===== config.mk =====
export PLATFORM = sky130hd
export DESIGN_NAME = game_flow_controller
export DESIGN_NICKNAME = d
export VERILOG_FILES = /design/src/rtl/game_flow_controller.sv
export SDC_FILE = /design/constraint.sdc
export NUM_CORES = 1
export LEC_CHECK = 0
export CORE_MARGIN = 2
export CORE_UTILIZATION = 45
export CTS_CLUSTER_SIZE = 14
export DETAILED_ROUTE_END_ITERATION = 8
export GPL_ROUTABILITY_DRIVEN = 0
export PLACE_DENSITY = 0.67
export SYNTH_ARGS = -nofsm -noshare
export SYNTH_HDL_FRONTEND = slang
export SYNTH_SLANG_ARGS = --single-unit

===== constraint.sdc =====
create_clock -name clk -period 5.9 [get_ports clk]
set_input_delay 1.18 -clock clk [delete_from_list [all_inputs] [get_ports clk]]
set_output_delay 1.18 -clock clk [all_outputs]
set_load 0.02 [all_outputs]

===== src/rtl/game_flow_controller.sv =====
// Round-level game FSM: IDLE/PLAY/HIT/GAME_OVER/WIN driven by lives/fruit counts, frame pulses and start key.
// Latency: all outputs registered, one clock after the sampled input; no backpressure, inputs are sampled every clock.
module game_flow_controller #(
    parameter int MAX_HITS     = 3,
    parameter int WIN_FRUITS   = 10,
    parameter int HIT_FRAMES   = 60,
    parameter int BLINK_FRAMES = 4,
    parameter int END_FRAMES   = 180
) (
    input  logic       clk,
    input  logic       reset,
    input  logic       startOfFrame,
    input  logic       start_key,
    input  logic [1:0] current_lives,
    input  logic [3:0] fruit_cntr,
    output logic [2:0] game_state,
    output logic       play_enable,
    output logic       player_visible,
    output logic       show_game_over,
    output logic       show_win,
    output logic       counters_clear
);

    typedef enum logic [2:0] {
        S_IDLE = 3'd0,
        S_PLAY = 3'd1,
        S_HIT  = 3'd2,
        S_OVER = 3'd3,
        S_WIN  = 3'd4
    } state_t;

    localparam logic [1:0] MAX_HITS_W   = 2'(MAX_HITS);
    localparam logic [3:0] WIN_FRUITS_W = 4'(WIN_FRUITS);
    localparam logic [8:0] HIT_LAST     = 9'(HIT_FRAMES);
    localparam logic [8:0] END_LAST     = 9'(END_FRAMES);
    localparam logic [7:0] BLINK_LAST   = 8'(BLINK_FRAMES - 1);

    state_t     state;
    state_t     nxt;
    logic       key_d;
    logic       armed;
    logic [1:0] lives_d;
    logic [7:0] frame_cnt;
    logic [7:0] blink_cnt;

    logic       start_rise;
    logic       hit_event;
    logic       at_max;
    logic       won;
    logic [8:0] frame_inc;
    logic       hit_done;
    logic       end_done;
    logic       entry;
    logic       start_game;

    // armed stays low until the key is seen released after reset, so a key held through reset cannot start a round
    assign start_rise = start_key & ~key_d & armed;
    assign hit_event  = (current_lives != lives_d);
    assign at_max     = (current_lives == MAX_HITS_W);
    assign won        = (fruit_cntr >= WIN_FRUITS_W);
    assign frame_inc  = {1'b0, frame_cnt} + 9'd1;
    assign hit_done   = startOfFrame && (frame_inc == HIT_LAST);
    assign end_done   = startOfFrame && (frame_inc == END_LAST);
    assign entry      = (nxt != state);
    assign start_game = (state == S_IDLE) && (nxt == S_PLAY);
    assign game_state = state;

    always_comb begin
        nxt = state;
        case (state)
            S_IDLE: begin
                if (start_rise) nxt = S_PLAY;
            end
            S_PLAY: begin
                if (at_max)         nxt = S_OVER;
                else if (hit_event) nxt = S_HIT;
                else if (won)       nxt = S_WIN;
            end
            S_HIT: begin
                if (at_max)        nxt = S_OVER;
                else if (hit_done) nxt = S_PLAY;
            end
            S_OVER, S_WIN: begin
                if (start_rise || end_done) nxt = S_IDLE;
            end
            default: nxt = S_IDLE;
        endcase
    end

    always_ff @(posedge clk or posedge reset) begin
        if (reset) begin
            state          <= S_IDLE;
            key_d          <= 1'b0;
            armed          <= 1'b0;
            lives_d        <= 2'd0;
            frame_cnt      <= 8'd0;
            blink_cnt      <= 8'd0;
            play_enable    <= 1'b0;
            player_visible <= 1'b1;
            show_game_over <= 1'b0;
            show_win       <= 1'b0;
            counters_clear <= 1'b0;
        end else begin
            key_d          <= start_key;
            armed          <= armed | ~start_key;
            // the counter block returns to 0 during the clear cycle; that drop must not look like a hit
            lives_d        <= start_game ? 2'd0 : current_lives;
            state          <= nxt;
            counters_clear <= start_game;
            play_enable    <= (nxt == S_PLAY);
            show_game_over <= (nxt == S_OVER);
            show_win       <= (nxt == S_WIN);
            if (entry) begin
                frame_cnt      <= 8'd0;
                blink_cnt      <= 8'd0;
                player_visible <= (nxt != S_HIT) && (nxt != S_OVER);
            end else begin
                if (startOfFrame && (frame_cnt != 8'hFF)) frame_cnt <= frame_cnt + 8'd1;
                if ((state == S_HIT) && startOfFrame) begin
                    if (blink_cnt == BLINK_LAST) begin
                        blink_cnt      <= 8'd0;
                        player_visible <= ~player_visible;
                    end else begin
                        blink_cnt <= blink_cnt + 8'd1;
                    end
                end
            end
        end
    end

endmodule


==> results.yml, run 1 <==
cts:
  ctsLongestPathBuffers: 2
  cts_resized: 0
  clock-root-buffer: "clkbuf_8"
  cts_setup_buffers: 0
  tritoncts: "yes"
  clk_latency_ns: 0.27
  cts-buffers-inserted: 3
  hold_buffers: 0
  cts.sinks: 28
  cts_max_level: 1
  clk_pin_slew_ns: 0.10
layout:
  num_antenna_cells: 0
  final_common_cell: "dfrtp_1"
  ff_latch_area_um2: 701.9
  final_nets: 197
  finalNonFillerCells: 231
  n_fill_cell: 320
  multi_input_area_um2: 887.1
  layout_common_cells: "dfrtp_1 (27), nor2_1 (16), clkdlybuf4s50_1 (16)"
  syn_to_final_growth_pct: 14.43
  drive_above_1_share_pct: 12.02
timing:
  finalSetupViolCount: 0
  finalMaxSlewViolations: 0
  fin_crit_sh_pct: 57.79
  fin_ws_ns: 2.491
  slew_headroom_pct: 30.28
  fmax_mhz: 293.3
  setup_tns_ns: 0
  rsz0062_at_grt: "false"
  finalHoldViolCount: 0
  finalCriticalPeriod_ns: 3.409
  worst_pin_slew_ns: 1.045
  skew_ns: 0.002217
yosys:
  synthCells: 170
  synth_flop_cell: "dfrtp_1"
  syn_area_um2: 1665
  yosysTopAreaCell: "dfrtp_1"
  seq_area_frac_synth_pct: 42.15
  synth_mux_area_share_pct: 2.554
  yosys.area.top_type_share_pct: 40.57
  synth_xor_area_share_pct: 9.917
  synth_fa_ha_area_share_pct: 2.254
  ys_warn_count: 0
  synth-edff-count: 0
  synthSimpleGateAreaFrac_pct: 27.50
  synth-compound-area-share_pct: 11.04
  synth_top_family_by_area: "simple AND/OR/NAND/NOR gates"
  syn_nets: 183
  synth_area_leaders: "dfrtp_1 (41%), xnor2_1 (4.7%), xor2_1 (4.2%)"
  synth_seq_cells: 28
  async_reset_ff_share_pct: 100.0
  ys_types: 50
  syn_avg_cell_area_um2: 9.796
floorplanning:
  die_w_um: 64.84
  ios: 18
  die-area_um2: 4204
  core-area_um2: 3606
  chipHeight_um: 64.84
  row_count: 22
  start_util_pct: 46.18
route:
  vias: 1269
  viasPerCell: 5.494
  wl_per_cell_um: 13.28
  totalWireLength_um: 3068
  dr.pass1.iters: 4
  drc: 0
  drt_first_iter_violations: 44
  ant_nets: 0
global_routing:
  grt_pass1_vias: 1224
  grt_start_max_net_pins: 29
  grt_pass1_wl_um: 5423
  grt-ovfl-total: 0
  antenna_found_initial: 0
  grt_usage_pct: 16.30
worst_setup_path:
  crit_fanout: 16
  crit_arrival_ns: 3.55
  critical_path_class: "input port to register"
  start_kind: "input port"
  cp-end-kind: "register"
  cp.required_ns: 6.04
worst_hold_path:
  hold_path_class: "register to register"
pwr:
  cellPowerDensity_nw_per_um2: 359.0
  ir_worst_vdd_uv: 157.5
  p_total_mw: 0.6840
  cellLeakagePower_nw: 0.7751
placed_design:
  io_buffers: 16
  place_ws_ns: 2.179
  dp_hpwl_um: 2256
  placed_cells: 227
outcome:
  status: "finished clean"
flow_run:
  drv_cap: 0
worst max-delay path: stages:
cell             delay, ns
clkdlybuf4s50_1       0.51
or3_1                 0.39
a2111oi_1             0.34
o21ai_1               0.14
o2111a_2              0.21
inv_4                 0.09
mux2i_4               0.58
nor2_1                0.11
kinds of logic (layout without fill, tap and decap cells):
| group | after synthesis | in the layout |
|---|---|---|
| fa+ha+maj | 3 | 3 |
| flops | 28 | 28 |
| compound gates | 26 | 26 |
| simple gates | 79 | 79 |
| mux | 3 | 3 |
| xor+xnor | 18 | 18 |
| buf+inv | 13 | 26 |
through the flow:
stage	hold WS [ns]	area, um2	utilization [%]
finish	0.4945	1906	52.85
global route	0.5074	1906	52.85
CTS	0.4919	1906	52.85
detailed placement	0.4642	1834	50.87
global placement	0.4503	1834	50.87
floorplan	0.4351	1665	-
area by class of cell:
| class | count | area share, % |
|---|---|---|
| Clock buffer | 3 | 2.167 |
| Clock inverter | 1 | 1.576 |
| Inverter | 6 | 1.313 |
| Multi-Input combinational cell | 129 | 46.55 |
| Sequential cell | 28 | 36.84 |
| Tap cell | 48 | 3.152 |
| Timing Repair Buffer | 16 | 8.404 |
path summary, 6_finish.rpt:
check                                    startpoint                       end  slack [ns]  cells after the start
max                                current_lives[0]  frame_cnt[4]$_DFFE_PP0P_        2.49                      8
min                                 armed$_DFF_PP0_           armed$_DFF_PP0_        0.49                      1
max reg2reg                frame_cnt[0]$_DFFE_PP0P_  frame_cnt[4]$_DFFE_PP0P_        3.23                      8
min reg2reg                         armed$_DFF_PP0_           armed$_DFF_PP0_        0.49                      1
max in group asynchronous                     reset  show_game_over$_DFF_PP0_        3.81                      2
min in group asynchronous                     reset  blink_cnt[7]$_DFFE_PP0P_        1.45                      2
cell usage after synthesis, drive strengths merged (2+ instances only):
cell type	count
buf	6
nand2b	2
mux2i	3
or3	2
and3	4
xnor2	9
a21oi	5
a21o	2
inv	6
xor2	9
o21ai	5
nand3b	2
nand2	12
o31ai	3
nor3	3
nor3b	2
nor2	26
nand4b	3
and2	3
nand4	6
ha	3
nand3	8
dfrtp	27
a211oi	2
routing by layer:
layer	vias up	GRT usage [%]	wire length (um)
li1	626	-	-
met5	-	0	0
met2	25	27.58	1429
met3	2	2.257	119
met4	0	4.787	17
met1	616	21.70	1501
sequential cells by signal (all words and copies together) (netlist names), 2 cells and up:
register and flops:
frame_cnt 8, lives_d 2, blink_cnt 8, game_state 3
power breakdown:
group | internal, mW | leakage, nW | switching [mW]
combinational | 0.117 | 0.371 | 0.155
clock | 0.0908 | 0.0357 | 0.0595
sequential | 0.222 | 0.368 | 0.0395
total | 0.430 | 0.775 | 0.254
No activity file was read; power rests on OpenSTA's default activity.
==> inputs of run 2 (changes only) <==
Clock period 5.9 ns to 3.31 ns, I/O delays scaled along.
==> run 2 against run 1 <==
  * Core utilization barely moved
  * Total power rose by 73%
  * Wire length rose by 4.1%
  * Global-route usage increased by 0.95 points
  * Critical endpoint unchanged
  * Flip-flop and latch count did not move
  * Non-clock buffer count is 2 higher
  * First-iteration DRC count is 11% higher
  * Register-to-register slack got worse by 2.4 ns
  * Final area hardly changed
  * Die area unchanged
==> results.yml, run 2 (synthesis gave the netlist of run 1 again) <==
outcome:
  status: "finished clean"
timing:
  fin_crit_sh_pct: 82.41
  fmax_mhz: 366.6
  fin_ws_ns: 0.5822
  timing.hold.ws_ns: 0.4867
  finalMaxSlewViolations: 0
  finalHoldViolCount: 0
  rsz0062_at_grt: "false"
  setup_tns_ns: 0
  skew_ns: 0.003498
  slew_headroom_pct: 29.15
  worst_pin_slew_ns: 1.062
  finalSetupViolCount: 0
  finalCriticalPeriod_ns: 2.728
global_routing:
  grt-ovfl-total: 0
  grt_pass1_wl_um: 5768
  grt_start_max_net_pins: 29
  antenna_found_initial: 0
  use_met2_pct: 28.35
  grt.busiest_layer: "met2"
  grt_pass1_vias: 1270
  grt_use_met3_pct: 2.083
  grt_usage_pct: 17.24
  gr-usage-met1_pct: 23.63
worst_setup_path:
  cp_cell_sequence: "clkdlybuf4s50_1 -> and4b_1 -> nand2_1 -> or3_1 -> o2111a_2 -> inv_4 -> mux2i_4 -> buf_4 -> nor2_1"
  cp.required_ns: 3.47
  cp-end-kind: "register"
  critPathSlowestCell: "clkdlybuf4s50_1"
  rr_startpoint: "frame_cnt[0]$_DFFE_PP0P_"
  crit_fanout: 16
  rrSetupSlack_ns: 0.81
  slowest_delay_ns: 0.56
  rr_worst_depth: 9
  crit_arrival_ns: 2.88
  start_kind: "input port"
  r2r-end: "frame_cnt[4]$_DFFE_PP0P_"
  critical_path_class: "input port to register"
layout:
  syn_to_final_growth_pct: 14.35
  stdcell_area_um2: 1904
  num_antenna_cells: 0
  drive_above_1_share_pct: 12.97
  fin_util_pct: 52.81
  final_nets: 199
  final_common_cell: "dfrtp_1"
  finalNonFillerCells: 233
  layout_common_cells: "dfrtp_1 (27), nor2_1 (16), clkdlybuf4s50_1 (16)"
cts:
  clk_pin_slew_ns: 0.09
  cts_max_level: 1
  cts-buffers-inserted: 3
  ctsLongestPathBuffers: 2
  cts.sinks: 28
  cts_resized: 0
  clock-root-buffer: "clkbuf_8"
  clk_latency_ns: 0.27
  hold_buffers: 0
  tritoncts: "yes"
  cts_setup_buffers: 0
worst_hold_path:
  worstHoldStart: "armed$_DFF_PP0_"
  hold_path_class: "register to register"
  min_to: "armed$_DFF_PP0_"
  hold_depth: 1
route:
  vias: 1270
  drt_first_iter_violations: 49
  dr.pass1.iters: 4
  ant_nets: 0
  drc: 0
  wl_per_cell_um: 13.71
  totalWireLength_um: 3195
  viasPerCell: 5.451
placed_design:
  place_ws_ns: 0.3075
  placed_cells: 229
  place_area_um2: 1849
  io_buffers: 16
  dp_hpwl_um: 2349
floorplanning:
  core-area_um2: 3606
  chipHeight_um: 64.84
  start_util_pct: 46.18
  row_count: 22
  die_w_um: 64.84
  die-area_um2: 4204
  ios: 18
pwr:
  cellPowerDensity_nw_per_um2: 621.4
  ir_worst_vdd_uv: 252.6
  cellLeakagePower_nw: 0.7779
  p_total_mw: 1.183
flow_run:
  drv_cap: 0
[run 2: cell count changes in the layout (fill, tap and decap cells not counted), sizes merged]
| cell | delta |
|---|---|
| buf | +2 |
| bufinv | -1 |
| clkbuf | +1 |
[run 2: where the power goes]
group          internal, mW  leakage [nW]  switching, mW
clock network         0.106        0.0288         0.0997
logic                 0.222         0.381          0.285
registers             0.396         0.368         0.0746
[run 2: worst max path at each step]
stage | endpoint | from | slack (ns)
after floorplan | blink_cnt[1]$_DFFE_PP0P_ | current_lives[1] | 0.96
after global placement | frame_cnt[7]$_DFFE_PP0P_ | startOfFrame | 0.33
after detailed placement | frame_cnt[4]$_DFFE_PP0P_ | current_lives[1] | 0.31
after CTS | frame_cnt[4]$_DFFE_PP0P_ | startOfFrame | 0.60
after global routing | frame_cnt[6]$_DFFE_PP0P_ | current_lives[1] | 0.41
final | frame_cnt[4]$_DFFE_PP0P_ | startOfFrame | 0.58
[run 2: cell type report]
type	count	area, um2
Inverter	6	25.02
Timing Repair Buffer	18	175.2
Multi-Input combinational cell	129	887.1
Tap cell	48	60.06
Sequential cell	28	701.9
Fill cell	334	1702
Clock buffer	4	55.05
[run 2: layer usage]
layer	vias up	wire (um)
met3	4	105
li1	632	-
met1	609	1586
met2	25	1467
met4	0	36
met5	-	0
[run 2: worst max-delay path, delay by kind of cell]
kind,cells,cell delay [ns]
compound gates,1,0.32
buf+inv,3,0.91
simple gates,4,0.79
mux,1,0.20
==> inputs of run 3 (changes only) <==
Clock period 3.31 ns to 2.59 ns, I/O delays scaled along.
==> run 3 against run 2 <==
  * Register-to-register slack lost 0.64 ns
  * Combinational power grew 56%
  * Die area is the same
  * Highest routed layer unchanged
  * Sequential power grew 19%
  * Global-route usage grew 0.72 points
  * Final area grew 6.5%
  * Cell count grew 5.2%
  * Wire length grew 3.8%
  * Clock skew grew 0.0038 ns
  * Total power grew 43%
  * Non-clock buffer count grew 12
  * Flip-flop and latch count is the same
==> results.yml, run 3 (synthesis gave the netlist of run 1 again) <==
global_routing:
  use_met2_pct: 31.31
  grt-ovfl-total: 0
  antenna_found_initial: 0
  grt_pass1_wl_um: 5982
  grt_use_met3_pct: 1.910
  grt_pass1_vias: 1346
  grt.busiest_layer: "met2"
  grt_usage_pct: 17.96
  gr-usage-met1_pct: 23.22
  grt_start_max_net_pins: 17
floorplanning:
  die-area_um2: 4204
  core-area_um2: 3606
  ios: 18
  start_util_pct: 46.18
  die_w_um: 64.84
  row_count: 22
  chipHeight_um: 64.84
placed_design:
  dp_hpwl_um: 2554
  placed_cells: 241
  io_buffers: 16
cts:
  ctsLongestPathBuffers: 2
  cts-buffers-inserted: 3
  clk_latency_ns: 0.28
  cts.sinks: 28
  clock-root-buffer: "clkbuf_8"
  cts_setup_buffers: 0
  cts_max_level: 1
  clk_pin_slew_ns: 0.10
  tritoncts: "yes"
  hold_buffers: 0
route:
  vias: 1322
  totalWireLength_um: 3318
  ant_nets: 0
  drt_first_iter_violations: 58
  drc: 0
  dr.pass1.iters: 4
  wl_per_cell_um: 13.54
  viasPerCell: 5.396
layout:
  drive_above_1_share_pct: 18.78
  layout_common_cells: "dfrtp_1 (27), nor2_1 (16), clkdlybuf4s50_1 (16)"
  final_common_cell: "dfrtp_1"
  finalNonFillerCells: 245
  final_nets: 211
  syn_to_final_growth_pct: 21.79
  num_antenna_cells: 0
  n_fill_cell: 318
timing:
  finalSetupViolCount: 0
  finalHoldViolCount: 0
  worst_pin_slew_ns: 0.4984
  slew_headroom_pct: 66.70
  finalCriticalPeriod_ns: 2.416
  finalMaxSlewViolations: 0
  fin_crit_sh_pct: 93.30
  fmax_mhz: 413.8
  skew_ns: 0.007308
  rsz0062_at_grt: "false"
pwr:
  intPower_mw: 1.071
  p_seq_share_pct: 33.0
  p_comb_share_pct: 46.7
  cellPowerDensity_nw_per_um2: 833.5
  swShare_pct: 36.62
  ir_worst_vdd_uv: 331.4
  p_total_mw: 1.690
  pwr-share-clk_pct: 20.3
  power_switching_mw: 0.6191
  cellLeakagePower_nw: 0.8487
worst_hold_path:
  hold_path_class: "register to register"
  worstHoldStart: "armed$_DFF_PP0_"
  min_to: "armed$_DFF_PP0_"
  hold_depth: 1
worst_setup_path:
  cp_cell_sequence: "ha_1 -> xor2_2 -> nand2_1 -> or3_1 -> o2111a_2 -> inv_4 -> mux2i_4 -> buf_12 -> nor2_1"
  critPathSlowestCell: "dfrtp_1"
  slowest_delay_ns: 0.45
  cp.required_ns: 2.76
  rrSetupSlack_ns: 0.17
  crit_fanout: 16
  cp-end-kind: "register"
  start_kind: "register"
  rr_startpoint: "frame_cnt[0]$_DFFE_PP0P_"
  r2r-end: "frame_cnt[6]$_DFFE_PP0P_"
  critical_path_class: "register to register"
  crit_arrival_ns: 2.59
  rr_worst_depth: 9
flow_run:
  drv_cap: 0
outcome:
  status: "finished clean"
-- run 3: cell types whose count changed in the layout (fill, tap and decap cells not counted) --
| cell | change |
|---|---|
| buf_4 | +11 |
| a2111oi_1 | -1 |
| a2111oi_2 | +1 |
| buf_12 | +1 |
| bufinv_16 | +1 |
| clkbuf_8 | -1 |
-- run 3: repair_timing --
action,CTS,global route
endpoints found under the hold margin,0,0
setup endpoints to repair,0,2
gates resized for setup,0,1
-- run 3: worst max-delay path by stage --
stage / start / end / slack (ns) / depth (start not counted)
after floorplan: frame_cnt[0]$_DFFE_PP0P_ / blink_cnt[1]$_DFFE_PP0P_ / 0.29 / 9
after global placement: current_lives[1] / frame_cnt[6]$_DFFE_PP0P_ / -0.06 / 9
after detailed placement: current_lives[1] / frame_cnt[7]$_DFFE_PP0P_ / -0.16 / 9
after CTS: current_lives[1] / frame_cnt[7]$_DFFE_PP0P_ / 0.13 / 9
after global routing: frame_cnt[0]$_DFFE_PP0P_ / frame_cnt[6]$_DFFE_PP0P_ / 0.06 / 9
final: frame_cnt[0]$_DFFE_PP0P_ / frame_cnt[6]$_DFFE_PP0P_ / 0.17 / 9
-- run 3: layout make-up --
cell class                 instances  area (um2)  share of cell area, %
timing repair buffer              30       277.8                  13.70
tap                               48       60.06                  2.961
multi-input combinational        129       892.1                  43.99
clock inverter                     1       30.03                  1.481
clock buffer                       3       41.29                  2.036
inverter                           6       25.02                  1.234
sequential                        28       701.9                  34.61
-- run 3: per-layer routing --
metal | part of all wire (%) | routed length [um] | vias to the layer above
li1 | - | - | 657
met1 | 45 | 1502 | 628
met2 | 49 | 1633 | 33
met3 | 4.5 | 149 | 4
met4 | 0.93 | 31 | 0
met5 | 0 | 0 | -
-- run 3: through the flow --
stage	setup TNS (ns)	area, um2	hold slack, ns	utilization, %	setup WS, ns
CTS	0	2023	0.4855	56.11	0.1314
floorplan	0	1665	0.4351	-	0.2880
detailed placement	-2.483	1952	0.4576	54.13	-0.1615
global route	0	2028	0.5197	56.25	0.05826
finish	0	2028	0.4839	56.25	0.1736
global placement	-0.9117	1952	0.4504	54.13	-0.06455
-- run 3: power by group through the flow --
stage / sequential (mW) / clock, mW / combinational (mW)
6_report: 0.558 / 0.343 / 0.790
5_1_grt: 0.569 / 0.371 / 0.871
4_1_cts: 0.558 / 0.354 / 0.791
3_5_place_dp: 0.567 / 0 / 0.787
3_3_place_gp: 0.563 / 0 / 0.761
2_1_floorplan: 0.599 / 0 / 0.499
-- run 3: critical path: cells and delay by family, from the launching register on --
family	cells	cell delay, ns
AOI/OAI and AO/OA	1	0.31
xor gates and xnor gates	1	0.24
adders and majority gates	1	0.32
buffers and inverters	2	0.26
DFF	1	0.45
muxes	1	0.23
and+or+nand+nor	3	0.50
